**config.mk**
```make
export PLATFORM = sky130hd
export DESIGN_NAME = coin_vend_ctrl_flat
export DESIGN_NICKNAME = d
export VERILOG_FILES = /design/src/rtl/coin_vend_ctrl_if.sv /design/src/rtl/coin_vend_ctrl.sv /design/src/flat_wrapper.sv
export SDC_FILE = /design/constraint.sdc
export NUM_CORES = 1
export LEC_CHECK = 0
export CAP_MARGIN = 15
export CORE_ASPECT_RATIO = 0.75
export CORE_MARGIN = 2
export CORE_UTILIZATION = 50
export DETAILED_ROUTE_END_ITERATION = 6
export PLACE_DENSITY = 0.79
export SYNTH_ARGS = -nofsm -noshare
export SYNTH_HDL_FRONTEND = slang
export SYNTH_SLANG_ARGS = --single-unit
```
**constraint.sdc**
```tcl
create_clock -name clk -period 4.2 [get_ports clk]
set_clock_uncertainty 0.1 [all_clocks]
set_input_delay 1.26 -clock clk [delete_from_list [all_inputs] [get_ports clk]]
set_output_delay 1.26 -clock clk [all_outputs]
set_load 0.02 [all_outputs]
```
**src/rtl/coin_vend_ctrl_if.sv**
```systemverilog
// Coin-sense / actuator bundle for the vending controller; master drives coins and
// requests, slave (the controller) drives the registered dispense/return/status outputs.
interface coin_vend_ctrl_if #(
   parameter int CREDIT_W = 4
);
   logic                coin_q_i;
   logic                coin_d_i;
   logic                coin_n_i;
   logic                cancel_i;
   logic                restock_i;
   logic                release_o;
   logic                ret_q_o;
   logic                ret_d_o;
   logic                ret_n_o;
   logic                coin_rej_o;
   logic                busy_o;
   logic                sold_out_o;
   logic [CREDIT_W-1:0] credit_o;

   modport master (
      output coin_q_i, coin_d_i, coin_n_i, cancel_i, restock_i,
      input  release_o, ret_q_o, ret_d_o, ret_n_o, coin_rej_o, busy_o, sold_out_o, credit_o
   );

   modport slave (
      input  coin_q_i, coin_d_i, coin_n_i, cancel_i, restock_i,
      output release_o, ret_q_o, ret_d_o, ret_n_o, coin_rej_o, busy_o, sold_out_o, credit_o
   );
endinterface

```
**src/rtl/coin_vend_ctrl.sv**
```systemverilog
// Vending controller: credit accumulation, one-cycle release, greedy one-coin-per-cycle change.
// Release one cycle after the completing coin; coins offered while busy or sold out are rejected.
module coin_vend_ctrl #(
   parameter int PRICE      = 7,
   parameter int CREDIT_W   = 4,
   parameter int STOCK_W    = 4,
   parameter int STOCK_INIT = 10
) (
   input logic              clk,
   input logic              rst_n,
   coin_vend_ctrl_if.slave  bus
);
   typedef enum logic [1:0] {
      IDLE   = 2'd0,
      VEND   = 2'd1,
      CHANGE = 2'd2
   } state_e;

   localparam logic [CREDIT_W:0]  PRICE_W      = (CREDIT_W+1)'(PRICE);
   localparam logic [CREDIT_W:0]  VAL_Q        = (CREDIT_W+1)'(5);
   localparam logic [CREDIT_W:0]  VAL_D        = (CREDIT_W+1)'(2);
   localparam logic [CREDIT_W:0]  VAL_N        = (CREDIT_W+1)'(1);
   localparam logic [STOCK_W-1:0] STOCK_INIT_W = STOCK_W'(STOCK_INIT);

   state_e              state_q, state_d;
   logic [CREDIT_W-1:0] credit_q, credit_d;
   logic [STOCK_W-1:0]  stock_q, stock_d;
   logic                coin_rej_q, coin_rej_d;

   logic [CREDIT_W:0]   coin_val;
   logic                coin_any;
   logic [CREDIT_W:0]   credit_ext;
   logic [CREDIT_W:0]   total;
   logic [CREDIT_W:0]   after_price;
   logic [CREDIT_W:0]   ret_val;
   logic [CREDIT_W:0]   after_ret;
   logic                ge_q;
   logic                ge_d;
   logic                sold_out;

   // Only the highest-valued simultaneous coin counts; lower ones vanish silently.
   always_comb begin
      coin_val = '0;
      if (bus.coin_q_i) begin
         coin_val = VAL_Q;
      end else if (bus.coin_d_i) begin
         coin_val = VAL_D;
      end else if (bus.coin_n_i) begin
         coin_val = VAL_N;
      end
   end

   assign coin_any    = (coin_val != '0);
   assign credit_ext  = {1'b0, credit_q};
   assign total       = credit_ext + coin_val;
   assign after_price = total - PRICE_W;
   assign ge_q        = (credit_ext >= VAL_Q);
   assign ge_d        = (credit_ext >= VAL_D);
   assign ret_val     = ge_q ? VAL_Q : (ge_d ? VAL_D : VAL_N);
   assign after_ret   = credit_ext - ret_val;
   assign sold_out    = (stock_q == '0);

   always_comb begin
      state_d    = state_q;
      credit_d   = credit_q;
      stock_d    = stock_q;
      coin_rej_d = 1'b0;
      case (state_q)
         IDLE: begin
            if (bus.cancel_i && (credit_q != '0)) begin
               state_d    = CHANGE;
               coin_rej_d = coin_any;
            end else if (coin_any && sold_out) begin
               coin_rej_d = 1'b1;
            end else if (coin_any) begin
               if (total < PRICE_W) begin
                  credit_d = total[CREDIT_W-1:0];
               end else begin
                  credit_d = after_price[CREDIT_W-1:0];
                  stock_d  = stock_q - 1'b1;
                  state_d  = VEND;
               end
            end
         end
         VEND: begin
            coin_rej_d = coin_any;
            state_d    = (credit_q != '0) ? CHANGE : IDLE;
         end
         CHANGE: begin
            coin_rej_d = coin_any;
            credit_d   = after_ret[CREDIT_W-1:0];
            if (after_ret == '0) begin
               state_d = IDLE;
            end
         end
         default: begin
            state_d = IDLE;
         end
      endcase
      if (bus.restock_i) begin
         stock_d = STOCK_INIT_W;
      end
   end

   always_ff @(posedge clk) begin
      if (!rst_n) begin
         state_q    <= IDLE;
         credit_q   <= '0;
         stock_q    <= STOCK_INIT_W;
         coin_rej_q <= 1'b0;
      end else begin
         state_q    <= state_d;
         credit_q   <= credit_d;
         stock_q    <= stock_d;
         coin_rej_q <= coin_rej_d;
      end
   end

   // Outputs depend on registered state only, so actuators never see an input glitch.
   assign bus.release_o  = (state_q == VEND);
   assign bus.ret_q_o    = (state_q == CHANGE) && ge_q;
   assign bus.ret_d_o    = (state_q == CHANGE) && !ge_q && ge_d;
   assign bus.ret_n_o    = (state_q == CHANGE) && !ge_d;
   assign bus.coin_rej_o = coin_rej_q;
   assign bus.busy_o     = (state_q != IDLE);
   assign bus.sold_out_o = sold_out;
   assign bus.credit_o   = credit_q;

endmodule

```
**src/flat_wrapper.sv**
```systemverilog
// flat-port wrapper written by rule: the top's interface ports become plain ports
module coin_vend_ctrl_flat 
#(
   parameter int PRICE      = 7,
   parameter int CREDIT_W   = 4,
   parameter int STOCK_W    = 4,
   parameter int STOCK_INIT = 10
)
  (clk, rst_n, bus_coin_q_i, bus_coin_d_i, bus_coin_n_i, bus_cancel_i, bus_restock_i, bus_release_o, bus_ret_q_o, bus_ret_d_o, bus_ret_n_o, bus_coin_rej_o, bus_busy_o, bus_sold_out_o, bus_credit_o);
  coin_vend_ctrl_if #(.CREDIT_W(CREDIT_W)) bus_i ();
  input logic clk;
  input logic rst_n;
  input wire logic [$bits(bus_i.coin_q_i)-1:0] bus_coin_q_i;
  input wire logic [$bits(bus_i.coin_d_i)-1:0] bus_coin_d_i;
  input wire logic [$bits(bus_i.coin_n_i)-1:0] bus_coin_n_i;
  input wire logic [$bits(bus_i.cancel_i)-1:0] bus_cancel_i;
  input wire logic [$bits(bus_i.restock_i)-1:0] bus_restock_i;
  output wire logic [$bits(bus_i.release_o)-1:0] bus_release_o;
  output wire logic [$bits(bus_i.ret_q_o)-1:0] bus_ret_q_o;
  output wire logic [$bits(bus_i.ret_d_o)-1:0] bus_ret_d_o;
  output wire logic [$bits(bus_i.ret_n_o)-1:0] bus_ret_n_o;
  output wire logic [$bits(bus_i.coin_rej_o)-1:0] bus_coin_rej_o;
  output wire logic [$bits(bus_i.busy_o)-1:0] bus_busy_o;
  output wire logic [$bits(bus_i.sold_out_o)-1:0] bus_sold_out_o;
  output wire logic [$bits(bus_i.credit_o)-1:0] bus_credit_o;
  assign bus_i.coin_q_i = bus_coin_q_i;
  assign bus_i.coin_d_i = bus_coin_d_i;
  assign bus_i.coin_n_i = bus_coin_n_i;
  assign bus_i.cancel_i = bus_cancel_i;
  assign bus_i.restock_i = bus_restock_i;
  assign bus_release_o = bus_i.release_o;
  assign bus_ret_q_o = bus_i.ret_q_o;
  assign bus_ret_d_o = bus_i.ret_d_o;
  assign bus_ret_n_o = bus_i.ret_n_o;
  assign bus_coin_rej_o = bus_i.coin_rej_o;
  assign bus_busy_o = bus_i.busy_o;
  assign bus_sold_out_o = bus_i.sold_out_o;
  assign bus_credit_o = bus_i.credit_o;
  coin_vend_ctrl #(.PRICE(PRICE), .CREDIT_W(CREDIT_W), .STOCK_W(STOCK_W), .STOCK_INIT(STOCK_INIT)) u_core (.clk(clk), .rst_n(rst_n), .bus(bus_i));
endmodule
```
# After elaboration in Yosys (flattened, before gate mapping)
# Index checks and enable logic that the tools add are counted.
dict set report classes {
  n_mux 20
  eq_ne 9
  n_div 0
  n_shift 0
  n_reduce_logical 20
  bitwise 4
  addsub 4
  magnitude_cmp 3
  multipliers 0
}
# op count
set ops {}
lappend ops {{two-way mux 4 bit} 4}
lappend ops {{two-way mux 5 bit} 3}
lappend ops {{two-way mux 2 bit} 7}
lappend ops {{case mux 4 bit (2 select lines)} 1}
lappend ops {{AND reduction 4 bit} 2}
lappend ops {{logical AND 1 bit} 6}
lappend ops {{!= test 3 x 2 -> 1 bit (second input constant)} 2}
lappend ops {{case mux 2 bit (3 select lines)} 1}
lappend ops {{adder 4 x 5 -> 5 bit} 1}
lappend ops {{zero test 5 bit} 1}
lappend ops {{< comparator 5 x 3 -> 1 bit (second input constant)} 1}
lappend ops {{AND reduction 5 bit} 1}
lappend ops {{nonzero test 5 bit} 1}
lappend ops {{subtractor 4 x 5 -> 5 bit} 1}
lappend ops {{greater-or-equal comparator 4 x 2 -> 1 bit (second input constant)} 1}
lappend ops {{greater-or-equal comparator 4 x 3 -> 1 bit (second input constant)} 1}
lappend ops {{zero test 4 bit} 1}
lappend ops {{!= test 2 x 1 -> 1 bit (second input constant)} 2}
lappend ops {{!= test 2 bit (second input constant)} 2}
lappend ops {{inverter 1 bit} 4}
lappend ops {{nonzero test 2 bit} 2}
lappend ops {{nonzero test 4 bit} 1}
lappend ops {{OR reduction 2 bit} 2}
lappend ops {{subtractor 4 x 1 -> 4 bit (second input constant)} 1}
lappend ops {{8 further kinds} 11}
dict set report word_totals {
  mem_bits_ro 0
  out_inout_bits 11
  ramBits 0
  latch_bits 0
  memories 0
  register_bits 11
  in_bits 7
  wordCells 64
}

# Logic depth before layout (Yosys ltp)
# Gate-level depths: netlist of the first run.
dict set report logic_depth {
  depth_word 10
  mapped_depth 11
  depth_no_buf 11
}

# Least setup slack after synthesis of the first run
# Ideal clock, no wire load.
dict set report synth_path {
  path_type {input to register}
  from {input bus_coin_d_i}
  to {register u_core.state_q[0]}
  path_buffers 0
  setup_ns 0.087
  required_time_ns 4.013
  setup_slack_ns 0.918
  arrival_time_ns 3.095
  path_stages 9
  path_cell_list {inv_1 a21o_1 ha_1 fa_1 xnor2_1 nor2_1 a21oi_1 or4_1 o31ai_1}
}
dict set report synth_via {
  elab_chain_cells 6
  word_cells_on_any_way 10
  classes_between {add/sub (1); order compare (1); eq/ne (3); mux (2); reduce/logical (3)}
}
# element line
set synth_rtl {}
lappend synth_rtl {{from (decl)} flat_wrapper.sv:14} ;# input wire logic [$bits(bus_i.coin_d_i)-1:0] bus_coin_d_i;
lappend synth_rtl {{two-way mux 5 bit (*)} coin_vend_ctrl.sv:46} ;# end else if (bus.coin_d_i) begin
lappend synth_rtl {{two-way mux 5 bit (*)} coin_vend_ctrl.sv:44} ;# if (bus.coin_q_i) begin
lappend synth_rtl {{adder 4 x 5 -> 5 bit or nonzero test 5 bit (tied branches)} {coin_vend_ctrl.sv:55, coin_vend_ctrl.sv:53}}
lappend synth_rtl {{< comparator 5 x 3 -> 1 bit or logical AND 1 bit (tied branches)} {coin_vend_ctrl.sv:76, coin_vend_ctrl.sv:73}}
lappend synth_rtl {{!= test 3 x 2 -> 1 bit (no line)} n/a}
lappend synth_rtl {{AND reduction 4 bit (no line) (*)} n/a}
lappend synth_rtl {{to (signal assigned)} coin_vend_ctrl.sv:112} ;# state_q <= state_d;
lappend synth_rtl {{to (decl)} coin_vend_ctrl.sv:25} ;# state_e state_q, state_d;
# Mark *: on every way between the ends. The rest lies on a longest branch, timed or not.
# A chain may end at the register's enable or synchronous reset.

# Worst setup path in the final report of the first run
dict set report layout_path {
  from {input bus_coin_d_i}
  to {register u_core.credit_q[2], in the netlist u_core.bus.credit_o[2]}
}
dict set report layout_via {
  elab_chain_cells 9
  word_cells_on_any_way 15
  classes_between {add/sub (2); order compare (1); eq/ne (2); mux (7); reduce/logical (3)}
}
# element line
set layout_rtl {}
lappend layout_rtl {{two-way mux 5 bit (*)} coin_vend_ctrl.sv:46}
lappend layout_rtl {{two-way mux 5 bit (*)} coin_vend_ctrl.sv:44}
lappend layout_rtl {{adder 4 x 5 -> 5 bit} coin_vend_ctrl.sv:55} ;# assign total = credit_ext + coin_val;
lappend layout_rtl {{subtractor 4 x 3 -> 4 bit or < comparator 5 x 3 -> 1 bit (tied branches)} {coin_vend_ctrl.sv:56, coin_vend_ctrl.sv:76}}
lappend layout_rtl {{two-way mux 4 bit} coin_vend_ctrl.sv:76} ;# if (total < PRICE_W) begin
lappend layout_rtl {{two-way mux 4 bit} coin_vend_ctrl.sv:75} ;# end else if (coin_any) begin
lappend layout_rtl {{two-way mux 4 bit} coin_vend_ctrl.sv:73} ;# end else if (coin_any && sold_out) begin
lappend layout_rtl {{two-way mux 4 bit} coin_vend_ctrl.sv:70} ;# if (bus.cancel_i && (credit_q != '0)) begin
lappend layout_rtl {{case mux 4 bit (2 select lines)} coin_vend_ctrl.sv:68} ;# case (state_q)
lappend layout_rtl {{to (signal assigned)} coin_vend_ctrl.sv:113} ;# credit_q <= credit_d;
lappend layout_rtl {{to (decl)} coin_vend_ctrl.sv:26} ;# logic [CREDIT_W-1:0] credit_q, credit_d;
# Mark *: on every way between the ends. The rest lies on a longest branch, timed or not. The select of a mux whose other input is x is not followed.

==> run summary, run 1 <==
global-route wire length before repair: 4560 um
Seq/Total Area, Yosys: 20.1%
leakage power: 0.540 nW
post-DR vias/cell: 6.21
Total Routing Usage GR: 23.1%
RR Endpoint: u_core.state_q[0]
Die Width: 58.1 um
pin count of the biggest net entering global routing: 12
worst min-delay path class: flip-flop to flip-flop
WL per Instance: 14.9 um
Clock power frac: 7.3%
CTS buffer count: 3
Root Driver: clkbuf_4
sequential power share: 17.8%
HPWL after DPL: 2120 um
Tmin final: 3.76 ns
clock sinks: 11
Register Area: 220 sq um
Net Sw Frac: 51.2%
Required @ worst endpoint: 4.26 ns
Overflow after GRT: 0
Fin Setup TNS: 0 ns
top post-synthesis cells by area: dfxtp_1 20%, ha_1 14%, a21oi_1 4.1%
Placement Rows: 14
Async SR Flop Fraction: 0%
Port Buffers: 17
wirelength, routed: 2720 um
Clk pin slew, worst setup/hold paths: 0.08 ns
Mapped Cells: 140
final setup margin: 0.445 ns
min-delay src: u_core.stock_q[2]
synthesis-to-layout area growth: 20.1%
Hold Path Sink: u_core.stock_q[2]
H-tree Lvls: 1
fmax: 266 MHz
share of cells above drive strength 1: 6.92%
R2R cell count: 10
switching pwr: 0.000546 W
Via Count: 1,136
hold depth: 2
DRC violations left: 0
RSZ-0062 raised after global routing: false
Routed Antenna Nets: 0
Resized Gates After CTS: 0
Mapped Nets: 161
nets@finish: 181
clk_lat worst skew: 0.28 ns
Initial DRT Pass Iterations: 4
vias in the first global route: 986
pre-CTS worst setup slack: 0.187 ns
Top FF cell, synth: dfxtp_1
Critical R2R Launch: u_core.bus.credit_o[1]
# diodes: 0
Post-synth top cells: 12 x ha_1, 12 x nand2_1, 12 x nor2_1
crit path DAT: 3.81 ns
postcts setup bufs: 0
Distinct cells, synth: 48
Avg Cell Area, Syn: 7.84 sq um
Initial Util: 54.0%
yosys warns: 0
# hold bufs at CTS: 0
Post-synth EDFFs: 0
# fillers: 187
Hold Violations, Final: 0
Pwr per Cell Area: 809 nW/um^2
flop-to-flop setup slack: 1.29 ns
Final Wtd Congestion: 0.951
initial antenna violation count: 0
core area: 2030 sq um
Die Ht: 44.6 um
Ports: 18
#FFs+latches synth: 11
VDD IR max: 590 uV
clk buf depth: 2
Final Cycle Share: 89.4%
status: completed
Yosys top cell area share: 20.1%
footprint of the multi-input gates: 818 sq um
Worst Max-Slew Pin Slew: 0.469 ns
Worst Setup Start Kind: input port
internal power: 0.000520 W
Setup crit end kind: flip-flop
CP Max Fanout: 6
biggest area consumer among synthesized cells: dfxtp_1
number of max-cap violations: 0
cell area after synthesis: 1100 sq um
WS Path Type: input port to flip-flop
die area: 2590 sq um
DR iter-0 viols: 52
Slew headroom: 68.7%
setup violators final: 0
combinational power share: 74.9%
TritonCTS clock tree: built
max-slew violations: 0
==> placed cells by master (no fill, tap or decap), types with 3 or more instances in the layout <==
cell type,netlist,routed
a21o_1,3,3
clkdlybuf4s50_1,0,17
nand3_1,6,6
nand2_1,12,12
or3_1,3,3
nor2_1,12,12
inv_1,11,11
a21oi_1,9,9
clkbuf_4,0,3
dfxtp_1,11,11
mux2i_1,3,3
ha_1,12,12
o21ai_0,6,6
==> sequential cells by signal, indices dropped and copies added (netlist names) <==
signal / flops
u_core.bus.credit_o: 4
u_core.state_q: 2
u_core.stock_q: 4
u_core.bus.coin_rej_o: 1
==> through the flow <==
step	hold WS (ns)	instance area (sq um)	total power (W)	utilization, %	instances
5_1_grt	0.431	1320	0.00116	64.8	183
2_1_floorplan	0.352	1100	0.000759	-	140
4_1_cts	0.396	1320	0.00106	64.8	183
6_report	0.406	1320	0.00107	64.8	183
3_5_place_dp	0.385	1290	0.000974	63.5	179
3_3_place_gp	0.373	1290	0.000952	63.5	179
==> power by group through the flow <==
stage / clock, W / sequential, W / combinational, W
after detailed placement: 0 / 0.000190 / 0.000784
after floorplan: 0 / 0.000191 / 0.000567
after global routing: 0.0000876 / 0.000197 / 0.000877
after global placement: 0 / 0.000190 / 0.000762
final: 0.0000782 / 0.000190 / 0.000798
after CTS: 0.0000800 / 0.000188 / 0.000788
==> how the worst max path moves through the flow <==
stage / startpoint / endpoint / depth (start not counted) / slack [ns]
floorplan: bus_coin_d_i / u_core.state_q[0] / 9 / 0.92
global placement: bus_coin_d_i / u_core.bus.credit_o[2] / 10 / 0.27
detailed placement: bus_coin_d_i / u_core.state_q[0] / 11 / 0.19
CTS: bus_coin_d_i / u_core.state_q[0] / 11 / 0.46
global route: bus_coin_d_i / u_core.bus.credit_o[2] / 10 / 0.21
finish: bus_coin_d_i / u_core.bus.credit_o[2] / 10 / 0.44
==> per-layer routing <==
layer  global-route usage [%]  vias up  share of wire [%]
met3                     5.26        4                7.7
met1                     33.7      520                 49
met2                     35.0       53                 43
li1                         -      559                  -
met5                        0        -                  0
met4                     4.19        0               0.70
==> kinds of logic (layout without fill, tap and decap cells) <==
logic type	count (synthesis)	in the layout	synth area share (%)
simple gates	55	55	27.7
compound gates	41	41	26.0
buf+inv	15	34	5.36
fa+ha+maj	14	14	17.3
flops	11	11	20.1
mux	3	3	2.74
xor+xnor	1	1	0.798
==> worst max-delay path, stage by stage <==
cell             delay, ns
clkdlybuf4s50_1       0.47
inv_1                 0.05
a21o_1                0.18
ha_1                  0.21
fa_1                  0.41
nor2_1                0.12
nand4_1               0.24
a221oi_1              0.38
a311oi_1              0.10
o41ai_1               0.39
==> final cells by class <==
| cell class | instances | share of cell area, % |
|---|---|---|
| Multi-Input combinational cell | 114 | 62.1 |
| Timing Repair Buffer | 18 | 13.5 |
| Inverter | 12 | 3.42 |
| Clock buffer | 4 | 1.99 |
| Sequential cell | 11 | 16.7 |
| Tap cell | 24 | 2.28 |
Note: power is estimated with default switching activity, not from simulation.
==> run 2, diff against run 1 <==
- CAP_MARGIN: 15 -> not set
==> results of run 2 <==
Same layout as run 1: the final DEF is identical, and so are final timing and power.
==> run 3, diff against run 2 <==
- GPL_ROUTABILITY_DRIVEN: not set -> 0
- SLEW_MARGIN: not set -> 10
==> results of run 3 <==
Same layout as run 1: the final DEF is identical, and so are final timing and power.
